`src/rtl/mips_pkg.sv`:
```
// Shared encodings for the mips_cpu memory-port arbiter.
package mips_pkg;

  // Arbiter FSM encoding
  localparam logic [1:0] ARB_IDLE = 2'd0;
  localparam logic [1:0] ARB_BUSY = 2'd1;
  localparam logic [1:0] ARB_DONE = 2'd2;

  // Grant encoding
  localparam logic GNT_IF = 1'b0;
  localparam logic GNT_D  = 1'b1;

  // Latency counter width; MEM_LAT must fit (1..15)
  localparam int unsigned LAT_CNT_W = 4;

  // D wins a tie unless it had the previous grant, so IF is never starved
  function automatic logic pick_grant(input logic if_elig, input logic d_req,
                                      input logic last_grant);
    return (d_req && !(if_elig && last_grant == GNT_D)) ? GNT_D : GNT_IF;
  endfunction

endpackage

```
`src/rtl/mem_lat_timer.sv`:
```
// Loadable down-counter that times the fixed memory read latency.
module mem_lat_timer
  import mips_pkg::*;
#(
  parameter int unsigned MEM_LAT = 2
) (
  input  logic clk,
  input  logic reset,
  input  logic load,
  input  logic dec,
  output logic zero
);

  logic [LAT_CNT_W-1:0] cnt_q, cnt_d;

  // Reload on issue, count down while the access is in flight
  always_comb begin
    cnt_d = cnt_q;
    if (load) begin
      cnt_d = LAT_CNT_W'(MEM_LAT);
    end else if (dec && cnt_q != '0) begin
      cnt_d = cnt_q - LAT_CNT_W'(1);
    end
  end

  // Counter register
  always_ff @(posedge clk) begin
    if (reset) cnt_q <= '0;
    else       cnt_q <= cnt_d;
  end

  assign zero = (cnt_q == '0);

endmodule

```
`src/rtl/mem_port_arbiter.sv`:
```
// Shares one fixed-latency memory port between instruction fetch and load/store.
module mem_port_arbiter
  import mips_pkg::*;
#(
  parameter int unsigned AW      = 32,
  parameter int unsigned DW      = 32,
  parameter int unsigned MEM_LAT = 2
) (
  input  logic          clk,
  input  logic          reset,
  input  logic          if_req,
  input  logic [AW-1:0] if_addr,
  input  logic          if_cancel,
  output logic [DW-1:0] if_rdata,
  output logic          if_ready,
  input  logic          d_req,
  input  logic          d_we,
  input  logic [AW-1:0] d_addr,
  input  logic [DW-1:0] d_wdata,
  output logic [DW-1:0] d_rdata,
  output logic          d_ready,
  output logic          stall_if,
  output logic          stall_mem,
  output logic          mem_en,
  output logic          mem_we,
  output logic [AW-1:0] mem_addr,
  output logic [DW-1:0] mem_wdata,
  input  logic [DW-1:0] mem_rdata
);

  logic [1:0]    state_q, state_d;
  logic          grant_q, grant_d;
  logic          last_grant_q, last_grant_d;
  logic          acc_we_q, acc_we_d;
  logic          cancel_q, cancel_d;
  logic          if_done_q, if_done_d;
  logic          d_ready_q, d_ready_d;
  logic          mem_en_q, mem_en_d;
  logic          mem_we_q, mem_we_d;
  logic [AW-1:0] mem_addr_q, mem_addr_d;
  logic [DW-1:0] mem_wdata_q, mem_wdata_d;
  logic [DW-1:0] if_rdata_q, if_rdata_d;
  logic [DW-1:0] d_rdata_q, d_rdata_d;

  logic timer_load, timer_dec, timer_zero;
  logic if_elig, issue_gnt;

  mem_lat_timer #(.MEM_LAT(MEM_LAT)) u_timer (
    .clk   (clk),
    .reset (reset),
    .load  (timer_load),
    .dec   (timer_dec),
    .zero  (timer_zero)
  );

  assign if_elig   = if_req & ~if_cancel;
  assign issue_gnt = pick_grant(if_elig, d_req, last_grant_q);

  // Arbitration, issue, latency wait and completion
  always_comb begin
    state_d      = state_q;
    grant_d      = grant_q;
    last_grant_d = last_grant_q;
    acc_we_d     = acc_we_q;
    cancel_d     = cancel_q;
    mem_addr_d   = mem_addr_q;
    mem_wdata_d  = mem_wdata_q;
    if_rdata_d   = if_rdata_q;
    d_rdata_d    = d_rdata_q;
    if_done_d    = 1'b0;
    d_ready_d    = 1'b0;
    mem_en_d     = 1'b0;
    mem_we_d     = 1'b0;
    timer_load   = 1'b0;
    timer_dec    = 1'b0;
    case (state_q)
      ARB_IDLE: begin
        if (if_elig || d_req) begin
          state_d      = ARB_BUSY;
          grant_d      = issue_gnt;
          last_grant_d = issue_gnt;
          acc_we_d     = (issue_gnt == GNT_D) ? d_we : 1'b0;
          cancel_d     = 1'b0;
          mem_en_d     = 1'b1;
          mem_we_d     = (issue_gnt == GNT_D) ? d_we : 1'b0;
          mem_addr_d   = (issue_gnt == GNT_D) ? d_addr : if_addr;
          mem_wdata_d  = (issue_gnt == GNT_D) ? d_wdata : '0;
          timer_load   = 1'b1;
        end
      end
      ARB_BUSY: begin
        if (grant_q == GNT_IF && if_cancel) cancel_d = 1'b1;
        if (timer_zero) begin
          state_d = ARB_DONE;
          if (grant_q == GNT_D) begin
            d_rdata_d = acc_we_q ? '0 : mem_rdata;
            d_ready_d = 1'b1;
          end else if (!cancel_q && !if_cancel) begin
            if_rdata_d = mem_rdata;
            if_done_d  = 1'b1;
          end
        end else begin
          timer_dec = 1'b1;
        end
      end
      ARB_DONE: state_d = ARB_IDLE;
      default:  state_d = ARB_IDLE;
    endcase
  end

  // State and output registers
  always_ff @(posedge clk) begin
    if (reset) begin
      state_q      <= ARB_IDLE;
      grant_q      <= GNT_IF;
      last_grant_q <= GNT_IF;
      acc_we_q     <= 1'b0;
      cancel_q     <= 1'b0;
      if_done_q    <= 1'b0;
      d_ready_q    <= 1'b0;
      mem_en_q     <= 1'b0;
      mem_we_q     <= 1'b0;
      mem_addr_q   <= '0;
      mem_wdata_q  <= '0;
      if_rdata_q   <= '0;
      d_rdata_q    <= '0;
    end else begin
      state_q      <= state_d;
      grant_q      <= grant_d;
      last_grant_q <= last_grant_d;
      acc_we_q     <= acc_we_d;
      cancel_q     <= cancel_d;
      if_done_q    <= if_done_d;
      d_ready_q    <= d_ready_d;
      mem_en_q     <= mem_en_d;
      mem_we_q     <= mem_we_d;
      mem_addr_q   <= mem_addr_d;
      mem_wdata_q  <= mem_wdata_d;
      if_rdata_q   <= if_rdata_d;
      d_rdata_q    <= d_rdata_d;
    end
  end

  // A granted requester must keep req high until its ready (cancelled fetches excepted)
  always_ff @(posedge clk) begin
    if (!reset && state_q != ARB_IDLE) begin
      if (grant_q == GNT_D) assert (d_req);
      else                  assert (if_req || if_cancel || cancel_q);
    end
  end

  // A cancel landing in the DONE cycle still suppresses the fetch pulse
  assign if_ready  = if_done_q & ~if_cancel;
  assign d_ready   = d_ready_q;
  assign if_rdata  = if_rdata_q;
  assign d_rdata   = d_rdata_q;
  assign mem_en    = mem_en_q;
  assign mem_we    = mem_we_q;
  assign mem_addr  = mem_addr_q;
  assign mem_wdata = mem_wdata_q;
  assign stall_if  = if_req & ~if_ready & ~if_cancel;
  assign stall_mem = d_req & ~d_ready;

endmodule

```
`config.mk`:
```
export PLATFORM = sky130hd
export DESIGN_NAME = mem_port_arbiter
export DESIGN_NICKNAME = d
export VERILOG_FILES = /design/src/rtl/mips_pkg.sv /design/src/rtl/mem_lat_timer.sv /design/src/rtl/mem_port_arbiter.sv
export SDC_FILE = /design/constraint.sdc
export NUM_CORES = 1
export LEC_CHECK = 0
export CAP_MARGIN = 5
export CORE_MARGIN = 4
export CORE_UTILIZATION = 43
export DETAILED_ROUTE_END_ITERATION = 6
export HOLD_SLACK_MARGIN = 0.05
export PLACE_DENSITY = 0.86
export SYNTH_ARGS = -nofsm -noshare
export SYNTH_HDL_FRONTEND = slang
export SYNTH_SLANG_ARGS = --single-unit
export TNS_END_PERCENT = 30
```
`constraint.sdc`:
```
create_clock -name clk -period 3.3 [get_ports clk]
set_input_delay 0.66 -clock clk [delete_from_list [all_inputs] [get_ports clk]]
set_output_delay 0.66 -clock clk [all_outputs]
set_load 0.02 [all_outputs]
```
== Word level (Yosys, flattened, before mapping) ==
Cells that the tools add are included.
Widths: inputs -> output; s select.

* Output and inout port bits: 134
* Logic and storage cells: 74
* Input port bits: 134
* Register bits: 141

* Reductions and logical operators: 23
* Add/subtract/negate cells: 1
* Equal/unequal tests: 4
* Bitwise operators: 13
* Mux-type cells: 19

{| class="wikitable"
|+ Operator list
! operator !! count
|-
| $mux 32 || 3
|-
| $mux 1 || 10
|-
| $mux 2 || 4
|-
| $not 1->1 || 8
|-
| $ne 2x2->1 const B || 3
|-
| $reduce_and 3->1 || 2
|-
| $reduce_or 3->1 || 2
|-
| $and 1x1->1 || 5
|-
| $logic_and 1x1->1 || 5
|-
| $logic_not 4->1 || 1
|-
| $pmux 2 s2 || 1
|-
| $reduce_and 2->1 || 2
|-
| $reduce_and 4->1 || 1
|-
| $reduce_bool 2->1 || 2
|-
| $reduce_bool 4->1 || 1
|-
| $reduce_or 4->1 || 1
|-
| $sub 4x1->4 const B || 1
|-
| $logic_not 1->1 || 3
|-
| $eq 2x1->1 const B || 1
|-
| $logic_not 2->1 || 1
|-
| $pmux 1 s2 || 1
|-
| $reduce_or 2->1 || 1
|-
| $logic_or 1x1->1 || 1
|}

== Logic depth before layout (Yosys ltp) ==
Gate-level depths: netlist of the first run.

* Depth after elaboration: 7
* Gate-level depth with buffers: 8
* Mapped depth without buffers: 6

== By module ==
From an unflattened synthesis of the first run, not the netlist that was laid out.

* Cells, all modules: 668
* Area, all modules: 5424.0 um^2

{| class="wikitable"
|+ By module, submodules not included
! module !! instances !! cells an instance !! seq. area each (um^2) !! area each (um^2)
|-
| mem_port_arbiter || 1 || 643 || 2742.6 || 5212.5
|-
| mem_lat_timer || 1 || 25 || 80.1 || 211.5
|}

== Least setup slack after synthesis of the first run ==
No wires, ideal clock.

* Path kind: in2reg
* From: input if_req
* To: register mem_addr_q[10], in the netlist mem_addr[10]
* Required time: 3230 ps
* Library setup time: 70 ps
* Path slack: 1439 ps
* Cell stages on the path: 6
* Arrival: 1791 ps
* Path buffers: 2
* Cells stage by stage: nor2b_1 > o21ai_1 > nor2b_1 > buf_2 > buf_2 > o2bb2ai_1

* Longest elaborated chain between the ends: 6
* Elaborated cells on any way between the ends: 8
* Those cells by class: mux: 2; bitwise: 1; reduce/logical: 5

{| class="wikitable"
|+ RTL lines
! item !! line !! source
|-
| start: declaration || mem_port_arbiter.sv:11 || <nowiki>input logic if_req,</nowiki>
|-
| $and 1x1->1 * || mem_port_arbiter.sv:56 || <nowiki>assign if_elig = if_req & ~if_cancel;</nowiki>
|-
| $logic_and 1x1->1 || mips_pkg.sv:19 || <nowiki>return (d_req && !(if_elig && last_grant == GNT_D)) ? GNT_D : GNT_IF;</nowiki>
|-
| $logic_not 1->1 || mips_pkg.sv:19 ||
|-
| $logic_and 1x1->1 || mips_pkg.sv:19 ||
|-
| $mux 1 || mips_pkg.sv:19 ||
|-
| $mux 32 || mem_port_arbiter.sv:86 || <nowiki>mem_addr_d = (issue_gnt == GNT_D) ? d_addr : if_addr;</nowiki>
|-
| end signal: assignment || mem_port_arbiter.sv:137 || <nowiki>mem_addr_q <= mem_addr_d;</nowiki>
|-
| end: declaration || mem_port_arbiter.sv:40 || <nowiki>logic [AW-1:0] mem_addr_q, mem_addr_d;</nowiki>
|}

Every way passes the cells marked *; elsewhere a longest branch is shown, timed or not.
A chain may end at the register's enable or synchronous reset.

== Worst setup path after layout of the first run ==
* From: input if_cancel
* To: output stall_if

* Longest elaborated chain between the ends: 5

{| class="wikitable"
|+ RTL lines
! item !! line !! source
|-
| start: declaration || mem_port_arbiter.sv:13 || <nowiki>input logic if_cancel,</nowiki>
|-
| $not 1->1 * || mem_port_arbiter.sv:153, mem_port_arbiter.sv:161 ||
|-
| $and 1x1->1 || mem_port_arbiter.sv:153 || <nowiki>assign if_ready = if_done_q & ~if_cancel;</nowiki>
|-
| $not 1->1 || mem_port_arbiter.sv:161 || <nowiki>assign stall_if = if_req & ~if_ready & ~if_cancel;</nowiki>
|-
| $and 1x1->1 || mem_port_arbiter.sv:161 ||
|-
| $and 1x1->1 * || mem_port_arbiter.sv:161 ||
|-
| end: declaration || mem_port_arbiter.sv:22 || <nowiki>output logic stall_if,</nowiki>
|}

Marked as above.

==> impl_metrics.toml, run 1 <==
[status]
status = "finished, violations left"
failed_checks = "design-rule violations"

[synthesis]
ys_types = 31
yosys_warnings = 0
ys_top_cells_by_area = "dfxtp_1, nand2_1, a21oi_1"
synth-main-ff-cell = "dfxtp_1"
ys_seq_area_share_pct = 54.9
synth.net_count = 658
synth.most_common_cell = "dfxtp_1"
avgSynthCellArea_sq_um = 9.83
synth_edf_count = 0
synth_commonest_cells = "dfxtp_1, nand2_1, a21oi_1, mux2i_1, nand3b_1"
synth_largest_area_cell = "dfxtp_1"
synth_async_sr_flop_share_pct = 0
syn_area_sq_um = 5140
syn_inst = 523
yosysTopAreaCellShare_pct = 54.9
ys_seq_elements = 141

[final_layout]
drive_gt1_share_pct = 5.84
design_area_sq_um = 8510
fillers = 799
areaGrowthSynthToFinish_pct = 65.6
antenna_cells = 0
final_nets = 910

[critical_path]
crit_fanout = 5
critPathLaunch = "if_cancel"
r2r_cells = 6
cp.required_ns = 2.64
crit_end = "stall_if"
r2r_end = "if_rdata[14]"
worstSetupStartpointType = "input pin"
r2r-start = "u_timer.cnt_q[0]"
r2r_slack_ns = 0.91
cp-end-kind = "primary output"
cp.arrival_ns = 2.09
worst-setup-path-type = "in -> out"

[pwr]
internal-power_uw = 3430
seqPwrFrac_pct = 40.6
powerDensity_nw_per_um2 = 539
p_clk_share_pct = 43.0
ir_worst_vdd_mv = 0.381
p_switching_uw = 1150
p_leak_uw = 0.00310
swShare_pct = 25.1
p_comb_share_pct = 16.4

[drt]
wl_per_cell_microns = 19.5
postRouteAntennaNets = 0
vias = 5007
wl_microns = 18200
vias_per_cell = 5.38
drcViolationCount = 2
drtIter0Drc = 304
first_pass_iters = 7

[clocking]
ctsHoldBuffers = 0
cts_root_buffer = "clkbuf_16"
clk_path_buf_depth = 2
numCtsBuffers = 17
cts-resized-gates = 0
tritoncts = "done"
clock_latency_ns = 0.42
postCtsSetupBuffers = 0
clk_pin_slew_ns = 0.06
cts.htree.levels = 4
numClockSinks = 141

[worst_hold_path]
hold_path_startpoint = "if_rdata[20]"
hold_path_class = "reg -> reg"

[global_routing]
grtUsageTotal_pct = 25.9
grt_pass1_vias = 5199
grt_max_degree = 66
grt_antenna_before_repair = 0
grt-ovfl-total = 0
grt_pass1_wl_microns = 28500

[timing]
timing.final.crit_share_pct = 83.4
finClkSkew_ns = 0.00670
fin_setup_tns_ns = 0
relSlewSlack_pct = 25.6
final_hold_viol_count = 0
finalCriticalPeriod_ns = 2.75
max_freq_mhz = 363
tightest_slew_ns = 1.12
finalMaxSlewViolations = 0
setup_viol = 0
rsz0062_at_grt = "no"

[run]
drv_cap = 0

[placed_design]
place_area_sq_um = 7870
port_buffers = 267
hpwl_microns = 12800
gp_congestion = 0.807

[die]
ioPinCount = 268
die_area_sq_um = 13800
core_area_sq_um = 11600
rows = 39
start_util_pct = 44.4
die_h_microns = 117
die_w_microns = 117
[registers in the layout, indices dropped and copies added, names as in the netlist, 2 cells and up]
register,flops
d_rdata,32
if_rdata,32
mem_addr,32
mem_wdata,32
u_timer.cnt_q,4
state_q,2
[worst max-delay path: stages]
cell,delay (ns)
clkdlybuf4s50_1,0.49
nor2b_1,0.18
nor2b_1,0.15
clkdlybuf4s50_1,0.62
[layer usage]
metal | share of wire [%] | up-vias | GRT usage, % | routed length (microns)
li1 | - | 2341 | - | -
met5 | 0 | - | 0 | 0
met4 | 4.0 | 0 | 13.4 | 719
met2 | 53 | 186 | 46.9 | 9600
met3 | 5.2 | 44 | 6.83 | 950
met1 | 38 | 2436 | 27.7 | 6900
[worst min-delay path by stage]
stage	to	slack, ns	cells past startpoint
global route	if_rdata[17]	0.47	2
global placement	d_rdata[8]	0.44	2
CTS	if_rdata[1]	0.46	2
floorplan	cancel_q	0.45	2
detailed placement	mem_addr[23]	0.45	1
finish	if_rdata[20]	0.45	2
[power by group through the flow]
| stage | clock network, uW | logic, uW | registers [uW] |
|---|---|---|---|
| after detailed placement | 0 | 745 | 1890 |
| after global routing | 2080 | 797 | 1870 |
| final | 1970 | 754 | 1860 |
| after floorplan | 0 | 237 | 1990 |
| after global placement | 0 | 727 | 1890 |
| after CTS | 1990 | 753 | 1860 |
[placed cells by master (no fill, tap or decap), types with 4 or more instances in the layout]
cell type        count
o2bb2ai_1           32
clkinv_2             4
mux2i_1             33
nand2_1            100
nor2b_1              5
a21oi_1             68
nand3b_1            33
clkinvlp_4           4
a22o_1              32
clkbuf_16           17
clkdlybuf4s50_1    266
buf_4                5
nor2_1               8
dfxtp_1            141
inv_1                5
[kinds of logic after synthesis]
group	count (synthesis)	share of synthesized area [%]
compound gates	136	18.0
xor+xnor	1	0.170
flops	141	54.9
simple gates	165	15.9
buf+inv	46	4.29
mux	33	6.43
fa+ha+maj	1	0.243
[per-stage QoR]
stage          setup slack (ns)  utilization (%)  hold slack (ns)  std cells  total power [uW]
5_1_grt                   0.471             73.6            0.470        931              4740
2_1_floorplan              1.44                -            0.447        523              2220
3_3_place_gp              0.434             68.1            0.439        898              2610
4_1_cts                   0.559             73.3            0.456        930              4610
6_report                  0.547             73.6            0.453        931              4590
3_5_place_dp              0.355             68.1            0.446        898              2640
[layout make-up]
cell class,instances,area [sq um],area share [%]
clock inverter,11,140,1.65
clock buffer,21,470,5.53
sequential,141,2820,33.2
multi-input combinational,336,2120,25.0
inverter,5,18.8,0.221
tap,143,179,2.10
timing repair buffer,274,2750,32.4
(Power assumes the default switching activity.)
==> inputs of run 2 (changes only) <==
--- a/config.mk
+++ b/config.mk
@@ -7,10 +7,10 @@
 export LEC_CHECK = 0
 export CAP_MARGIN = 5
 export CORE_MARGIN = 4
-export CORE_UTILIZATION = 43
+export CORE_UTILIZATION = 39
 export DETAILED_ROUTE_END_ITERATION = 6
 export HOLD_SLACK_MARGIN = 0.05
-export PLACE_DENSITY = 0.86
+export PLACE_DENSITY = 0.79
 export SYNTH_ARGS = -nofsm -noshare
 export SYNTH_HDL_FRONTEND = slang
 export SYNTH_SLANG_ARGS = --single-unit
==> constraint.sdc (replaced) <==
create_clock -name clk -period 2.7 [get_ports clk]
set_input_delay 0.54 -clock clk [delete_from_list [all_inputs] [get_ports clk]]
set_output_delay 0.54 -clock clk [all_outputs]
set_load 0.02 [all_outputs]
==> run 2 against run 1 <==
The run now ends clean. Largest cell class unchanged. Via count is 3.7% lower. Wire length down 5.4%. Cell count increased by 2.9%. Count of clock-buffer cells in the layout grew 3. First-iteration DRC count fell by 3.3%. Setup slack lost 0.37 ns. Register-to-register slack worse by 0.30 ns. Clock power is essentially flat. Flip-flop and latch count is the same. Design area decreased by 0.88%.
==> impl_metrics.toml, run 2 (same netlist as run 1, synthesis figures left out) <==
[status]
status = "finished clean"

[clocking]
clock_latency_ns = 0.41
ctsHoldBuffers = 0
postCtsSetupBuffers = 0
cts-resized-gates = 0
tritoncts = "done"
numCtsBuffers = 17
cts_root_buffer = "clkbuf_16"
clk_path_buf_depth = 2
cts.htree.levels = 4
clk_pin_slew_ns = 0.05
numClockSinks = 141

[timing]
max_freq_mhz = 397
final_hold_viol_count = 0
tightest_slew_ns = 1.25
finalCriticalPeriod_ns = 2.52
setup_viol = 0
relSlewSlack_pct = 16.1
timing.final.crit_share_pct = 93.3
rsz0062_at_grt = "no"
finalMaxSlewViolations = 0
hold_ws_ns = 0.401
fin_setup_tns_ns = 0
finClkSkew_ns = 0.0121

[drt]
vias_per_cell = 5.03
wl_per_cell_microns = 17.9
wl_microns = 17200
drcViolationCount = 0
vias = 4820
drtIter0Drc = 294
first_pass_iters = 5
postRouteAntennaNets = 0

[run]
drv_cap = 0

[placed_design]
hpwl_microns = 12500
gp_congestion = 0.857
port_buffers = 267
place_area_sq_um = 7940

[pwr]
swShare_pct = 24.9
powerDensity_nw_per_um2 = 615
p_comb_share_pct = 17.7
ir_worst_vdd_mv = 0.443
internal-power_uw = 3890
p_leak_uw = 0.00306
seqPwrFrac_pct = 43.8
p_clk_share_pct = 38.5
p_switching_uw = 1290
power_uw = 5180

[global_routing]
grtUsageTotal_pct = 22.0
grt_antenna_before_repair = 0
grt_pass1_wl_microns = 25700
grt_pass1_vias = 4918
grt-ovfl-total = 0
grt_max_degree = 72

[critical_path]
crit_fanout = 2
cp.required_ns = 2.16
worst-setup-path-type = "in -> out"
worstSetupStartpointType = "input pin"
r2r_cells = 7
cp.arrival_ns = 1.98
cp-end-kind = "primary output"

[final_layout]
final_nets = 913
drive_gt1_share_pct = 5.22
design_area_sq_um = 8430
areaGrowthSynthToFinish_pct = 64.1
antenna_cells = 0
final_cell_mix = "clkdlybuf4s50_1, dfxtp_1, nand2_1, a21oi_1"
final_common_cell = "clkdlybuf4s50_1"

[die]
core_area_sq_um = 12800
die_w_microns = 123
ioPinCount = 268
start_util_pct = 40.2
die_h_microns = 123
die_area_sq_um = 15100
rows = 41

[worst_hold_path]
hold_path_class = "in -> reg"
holdPathStages = 2
run 2: changes by cell type in the layout (fill, tap and decap cells not counted), sizes merged:
cell / change
buf: +3
bufinv: -3
clkbuf: +3
clkinv: -1
clkinvlp: -4
run 2: worst max-delay path, cell delays in order:
cell and delay [ns]:
clkdlybuf4s50_1 0.49, nor2b_1 0.18, nor2b_1 0.15, clkdlybuf4s50_1 0.62
run 2: per-stage QoR:
| stage | utilization (%) | worst slack, ns | instances |
|---|---|---|---|
| global route | 66.0 | 0.0738 | 958 |
| floorplan | - | 0.862 | 523 |
| CTS | 66.0 | 0.171 | 958 |
| global placement | 62.1 | 0.0624 | 931 |
| detailed placement | 62.1 | 0.00355 | 931 |
| finish | 66.0 | 0.181 | 958 |
run 2: layout make-up:
type	instances	area, sq um
fill	1007	4340
sequential	141	2820
timing repair buffer	277	2760
multi-input combinational	336	2120
clock buffer	24	482
tap	172	215
inverter	5	18.8
clock inverter	3	15.0
run 2: final timing paths:
check	startpoint	to	slack, ns
hold / removal	reset	d_ready	0.40
setup / recovery	if_req	stall_if	0.18
hold reg to reg	if_rdata[17]	if_rdata[17]	0.45
setup reg to reg	u_timer.cnt_q[0]	if_rdata[20]	0.61
run 2: routing by layer:
metal / vias to the layer above / share of wire (%) / global-route usage (%) / wire length (microns)
met5: - / 0 / 0 / 0
met4: 0 / 2.6 / 9.10 / 442
met3: 30 / 5.4 / 5.67 / 935
met2: 167 / 53 / 39.1 / 9160
met1: 2284 / 39 / 25.0 / 6640
li1: 2339 / - / - / -
run 2: power by group through the flow:
stage	registers [uW]	clock network (uW)	logic (uW)
floorplan	2430	0	290
global placement	2310	0	900
detailed placement	2310	0	917
CTS	2270	2030	922
global route	2280	2140	970
finish	2270	2000	916
